--- src/rtl/instr_decoder.sv ---
// Two-byte SPI command decoder: a command byte (rw, addr) followed by a data byte,
// producing one-cycle read/write strobes for the PWM register file.
module instr_decoder (
    input  logic       clk,
    input  logic       rst_n,
    input  logic       cs_active,
    input  logic       byte_sync,
    input  logic [7:0] data_in,
    output logic [7:0] data_out,
    output logic       read,
    output logic       write,
    output logic [5:0] addr,
    input  logic [7:0] data_read,
    output logic [7:0] data_write
);

    typedef enum logic {
        IDLE = 1'b0,
        DATA = 1'b1
    } state_t;

    state_t     state_q, state_d;
    logic       rw_q, rw_d;
    logic [5:0] addr_q, addr_d;
    logic [7:0] data_write_q, data_write_d;
    logic [7:0] data_out_q, data_out_d;
    logic       read_q, read_d;
    logic       write_q, write_d;

    always_comb begin
        state_d      = state_q;
        rw_d         = rw_q;
        addr_d       = addr_q;
        data_write_d = data_write_q;
        data_out_d   = data_out_q;
        read_d       = 1'b0;
        write_d      = 1'b0;

        if (!cs_active) begin
            state_d = IDLE;
        end else if (byte_sync) begin
            case (state_q)
                IDLE: begin
                    addr_d  = data_in[5:0];
                    rw_d    = data_in[7];
                    state_d = DATA;
                    if (data_in[7]) begin
                        data_out_d = 8'h00;
                    end else begin
                        read_d = 1'b1;
                    end
                end
                DATA: begin
                    if (rw_q) begin
                        write_d      = 1'b1;
                        data_write_d = data_in;
                    end
                    state_d = IDLE;
                end
                default: state_d = IDLE;
            endcase
        end

        // The register file answers combinationally while read is high.
        if (read_q) begin
            data_out_d = data_read;
        end
    end

    always_ff @(posedge clk or negedge rst_n) begin
        if (!rst_n) begin
            state_q      <= IDLE;
            rw_q         <= 1'b0;
            addr_q       <= 6'h00;
            data_write_q <= 8'h00;
            data_out_q   <= 8'h00;
            read_q       <= 1'b0;
            write_q      <= 1'b0;
        end else begin
            state_q      <= state_d;
            rw_q         <= rw_d;
            addr_q       <= addr_d;
            data_write_q <= data_write_d;
            data_out_q   <= data_out_d;
            read_q       <= read_d;
            write_q      <= write_d;
        end
    end

    assign data_out   = data_out_q;
    assign read       = read_q;
    assign write      = write_q;
    assign addr       = addr_q;
    assign data_write = data_write_q;

endmodule

--- config.mk ---
export PLATFORM = sky130hd
export DESIGN_NAME = instr_decoder
export DESIGN_NICKNAME = d
export VERILOG_FILES = /design/src/rtl/instr_decoder.sv
export SDC_FILE = /design/constraint.sdc
export NUM_CORES = 1
export LEC_CHECK = 0
export CAP_MARGIN = 20
export CORE_ASPECT_RATIO = 1.1
export CORE_MARGIN = 10
export CORE_UTILIZATION = 37
export CTS_CLUSTER_DIAMETER = 40
export CTS_CLUSTER_SIZE = 16
export DETAILED_ROUTE_END_ITERATION = 12
export HOLD_SLACK_MARGIN = 0.06
export PLACE_DENSITY = 0.75
export SLEW_MARGIN = 20
export SYNTH_ARGS = -nofsm -noshare
export SYNTH_HDL_FRONTEND = slang
export SYNTH_SLANG_ARGS = --single-unit
--- constraint.sdc ---
create_clock -name clk -period 1.1 [get_ports clk]
set_input_delay 0.11 -clock clk [delete_from_list [all_inputs] [get_ports clk]]
set_output_delay 0.11 -clock clk [all_outputs]
set_load 0.01 [all_outputs]
# Word level (Yosys, flattened, before mapping)
# Index checks and enable logic that the tools add are counted.
# word_totals
regBits	26
output_inout_bits	24
# op_classes
n_eq_ne	2
muxes	16
bitwise	1
reduce_logical	6
# ops
cell	count
$mux 8	5
$mux 1	10
$reduce_and 4->1	2
$reduce_bool 2->1	3
$ne 2x1->1 const B	2
$reduce_and 3->1	1
$pmux 1 s2	1
$not 1->1	1

# Depth between registers and ports, before layout
# logic_depth
ltp_word	5
mapped_depth	3

# Worst setup path before layout
# Ideal clock, no wire load.
# synth_timing
kind	register to register
start	register state_q
end	register addr_q[0] (netlist: addr[0])
setup_ps	125
arrival_ps	1003
required_time_ps	975
path_slack_ps	-28
stages_incl_launch_ff	3
path_buffers	0
path_cell_list	dfrtp_1 > nand3b_2 > mux2_2
# synth_via
elab_chain_len	2
# synth_rtl
element	line_no	source
start: declaration	22	state_t state_q, state_d;
start signal: assignment	80	state_q <= state_d;
$not 1->1 (no line)	-	
$reduce_and 3->1 (no line)	-	
end signal: assignment	82	addr_q <= addr_d;
end: declaration	24	logic [5:0] addr_q, addr_d;
# Every way passes these cells.
# A chain may end at the register's enable or synchronous reset.

# Worst setup path after layout
# layout_timing
start	register state_q
end	register addr_q[5] (netlist: addr[5])
# Same word-level chain as after synthesis.

==> results.md <==
- # DRC: 0
- Seq/Total Area, Yosys: 64.3%
- Tmin final: 1120 ps
- CTS max path bufs: 2
- Clock Pin Slew Worst Setup and Hold Paths: 140 ps
- Yosys warns: 0
- Sequential share of power: 50.0%
- Latest clock arrival within the worst-skew pair: 310 ps
- Io pins: 44
- Clock skew: 7.03 ps
- Total Nets Final: 153
- Slew HR: 78.5%
- CP max FO: 8
- Die Area: 0.00523 mm²
- Starting Density: 39.4%
- Root buffer cell: clkbuf_4
- Layout cells sized above 1: 41.7%
- P&R area growth vs syn: 52.7%
- Vias per cell: 4.82
- Drt first pass iters: 3
- CP Class: flop to flop
- Placed Cells: 151
- Width of the chip: 69.9 µm
- CP endpoint kind: flop
- Internal power: 1.85 mW
- Clk sink count: 26
- Post-route setup slack: -20.4 ps
- Sw Share: 29.2%
- CTS tree: done
- Syn Inst Count: 74
- R2R setup slack: -20 ps
- Peak VDD IR: 1360 µV
- Slew @ Worst Pin: 321 ps
- Die Ht: 74.9 µm
- Gpl congestion: 0.824
- Unrepaired setup endpoints after global routing: true
- Final Core Density: 60.2%
- Cell taking the most area after synthesis: dfrtp_1
- Status: finished with violations
- Failing checks: negative setup slack
- Max Clk Rate: 0.893 GHz
- Final Non-Filler Cells: 163
- Setup violators final: 9
- Hold-fix buffers, CTS: 0
- Power share of the combinational group: 32.1%
- Syn_nets: 94
- Setup_tns: -112 ps
- CP arrival: 1330 ps
- Max-slew violations: 0
- Worst EP required: 1310 ps
- Period Utilization, post-route: 102%
- Startpoint Class: flop
- Core footprint: 0.00257 mm²
- Antenna violations before repair: 0
- Clk pwr share: 17.9%
- Diode count: 0
- Fill cell count: 223
- Flops & latches, synth: 26
- Hpwl dp: 2.03 mm
- Final WL: 2.71 mm
- First-pass GRT wire length: 4.50 mm
- Gr usage total: 10.4%
- Avg Cell Area, Syn: 13.7 µm²
- Gr ovfl total: 0
- Vias in the first global route: 869
- DRT antenna net count: 0
- Iter 0 DRT Violations: 30
- Maxcap violations: 0
- Final hold vios: 0
- Mapped cell area: 0.00101 mm²
- P_leak: 0.754 nW
- Unique cell type count in the Yosys netlist: 15
- Worst min-delay path class: input pin to async pin
- H-Tree Depth: 1
- Share of the synthesized area in the top cell type: 64.3%
- Leading post-synthesis cells by cell area: dfrtp_1, mux2_2, nand2b_1
- WL/cell: 16.7 µm
- Vias: 786
- Psw: 763 µW
- Row count: 19
- PortBufs: 43
- Inserted Clock Buffers: 3
- Largest net degree at the start of global routing: 27
- Pwr/cell area: 1690 mW/mm²
worst paths after layout:
path	from	end	depth (start not counted)
max	state_q	addr[5]	2
min	rst_n	data_out[2]	2
max reg2reg	state_q	addr[5]	2
min reg2reg	addr[2]	addr[2]	1
max in group asynchronous	rst_n	state_q	2
min in group clk	data_read[1]	data_out[1]	3
stage by stage:
| step | worst slack, ps | power, mW | cell area, µm² | hold WS [ps] |
|---|---|---|---|---|
| after floorplan | 33.6 | 1.63 | 1020 | -186 |
| after global placement | -275 | 2.24 | 1530 | 485 |
| after detailed placement | -346 | 2.28 | 1530 | 486 |
| after CTS | -44.5 | 2.72 | 1630 | 128 |
| after global routing | -71.7 | 2.78 | 1550 | 131 |
| final | -20.4 | 2.61 | 1550 | 127 |
layer usage:
metal | track usage [%] | vias to the layer above | wire length (µm)
li1 | - | 368 | -
met1 | 12.2 | 375 | 1190
met2 | 17.3 | 39 | 1230
met3 | 4.86 | 4 | 253
met4 | 1.97 | 0 | 33
met5 | 0 | - | 0
sequential cells by signal, indices dropped and copies added, names as in the netlist:
name        flops
addr            6
write           1
read            1
data_write      8
rw_q            1
data_out        8
state_q         1
synthesized netlist by cell type, drive strengths merged:
cell type / instances
dfrtp: 26
inv: 1
and4b: 1
clkbuf: 1
buf: 1
nand2b: 8
and2: 1
nor2: 1
nand4: 1
a21o: 1
mux2: 14
nand3b: 1
xor2: 1
nand2: 8
o21ai: 8
cell type report:
| cell class | count | area [µm²] | share of cell area (%) |
|---|---|---|---|
| Clock buffer | 4 | 36.3 | 2.35 |
| Inverter | 1 | 3.75 | 0.243 |
| Multi-Input combinational cell | 46 | 377 | 24.4 |
| Sequential cell | 26 | 652 | 42.2 |
| Tap cell | 31 | 38.8 | 2.51 |
| Timing Repair Buffer | 55 | 438 | 28.3 |
placed cells by master, fill, tap and decap left out, drive strengths merged:
master / instances
dfrtp: 26
clkbuf: 22
clkdlybuf4s50: 19
mux2: 14
buf: 13
nand2b: 8
nand2: 8
o21ai: 8
clkdlybuf4s15: 5
nand4: 2
inv: 1
nand3b: 1
nor2: 1
and4b: 1
xor2: 1
and2: 1
a21o: 1
power by group through the flow:
stage | Sequential, mW | Clock, mW | Combinational [mW]
after global routing | 1.34 | 0.518 | 0.924
after detailed placement | 1.33 | 0 | 0.949
after global placement | 1.31 | 0 | 0.933
final | 1.31 | 0.468 | 0.840
after floorplan | 1.42 | 0 | 0.219
after CTS | 1.31 | 0.477 | 0.930
logic make-up (layout without fill, tap and decap cells):
| group | Yosys count | after routing | synth area share (%) |
|---|---|---|---|
| muxes | 14 | 14 | 15.6 |
| and+or+nand+nor | 21 | 22 | 13.2 |
| xor gates and xnor gates | 1 | 1 | 0.865 |
| AOI/OAI and AO/OA | 9 | 9 | 4.82 |
| DFF | 26 | 26 | 64.3 |
| buffers and inverters | 3 | 60 | 1.23 |
critical path, stage by stage (launching register included):
cell,delay (ps)
dfrtp_2,480
nand3b_4,240
mux2_2,310
what timing repair did:
action,in CTS,in global routing
setup endpoints to repair,40,41
gates resized for setup,57,22
pin swaps,4,0
setup buffers,6,1
cloned,1,0
No activity file was read; power rests on OpenSTA's default activity.
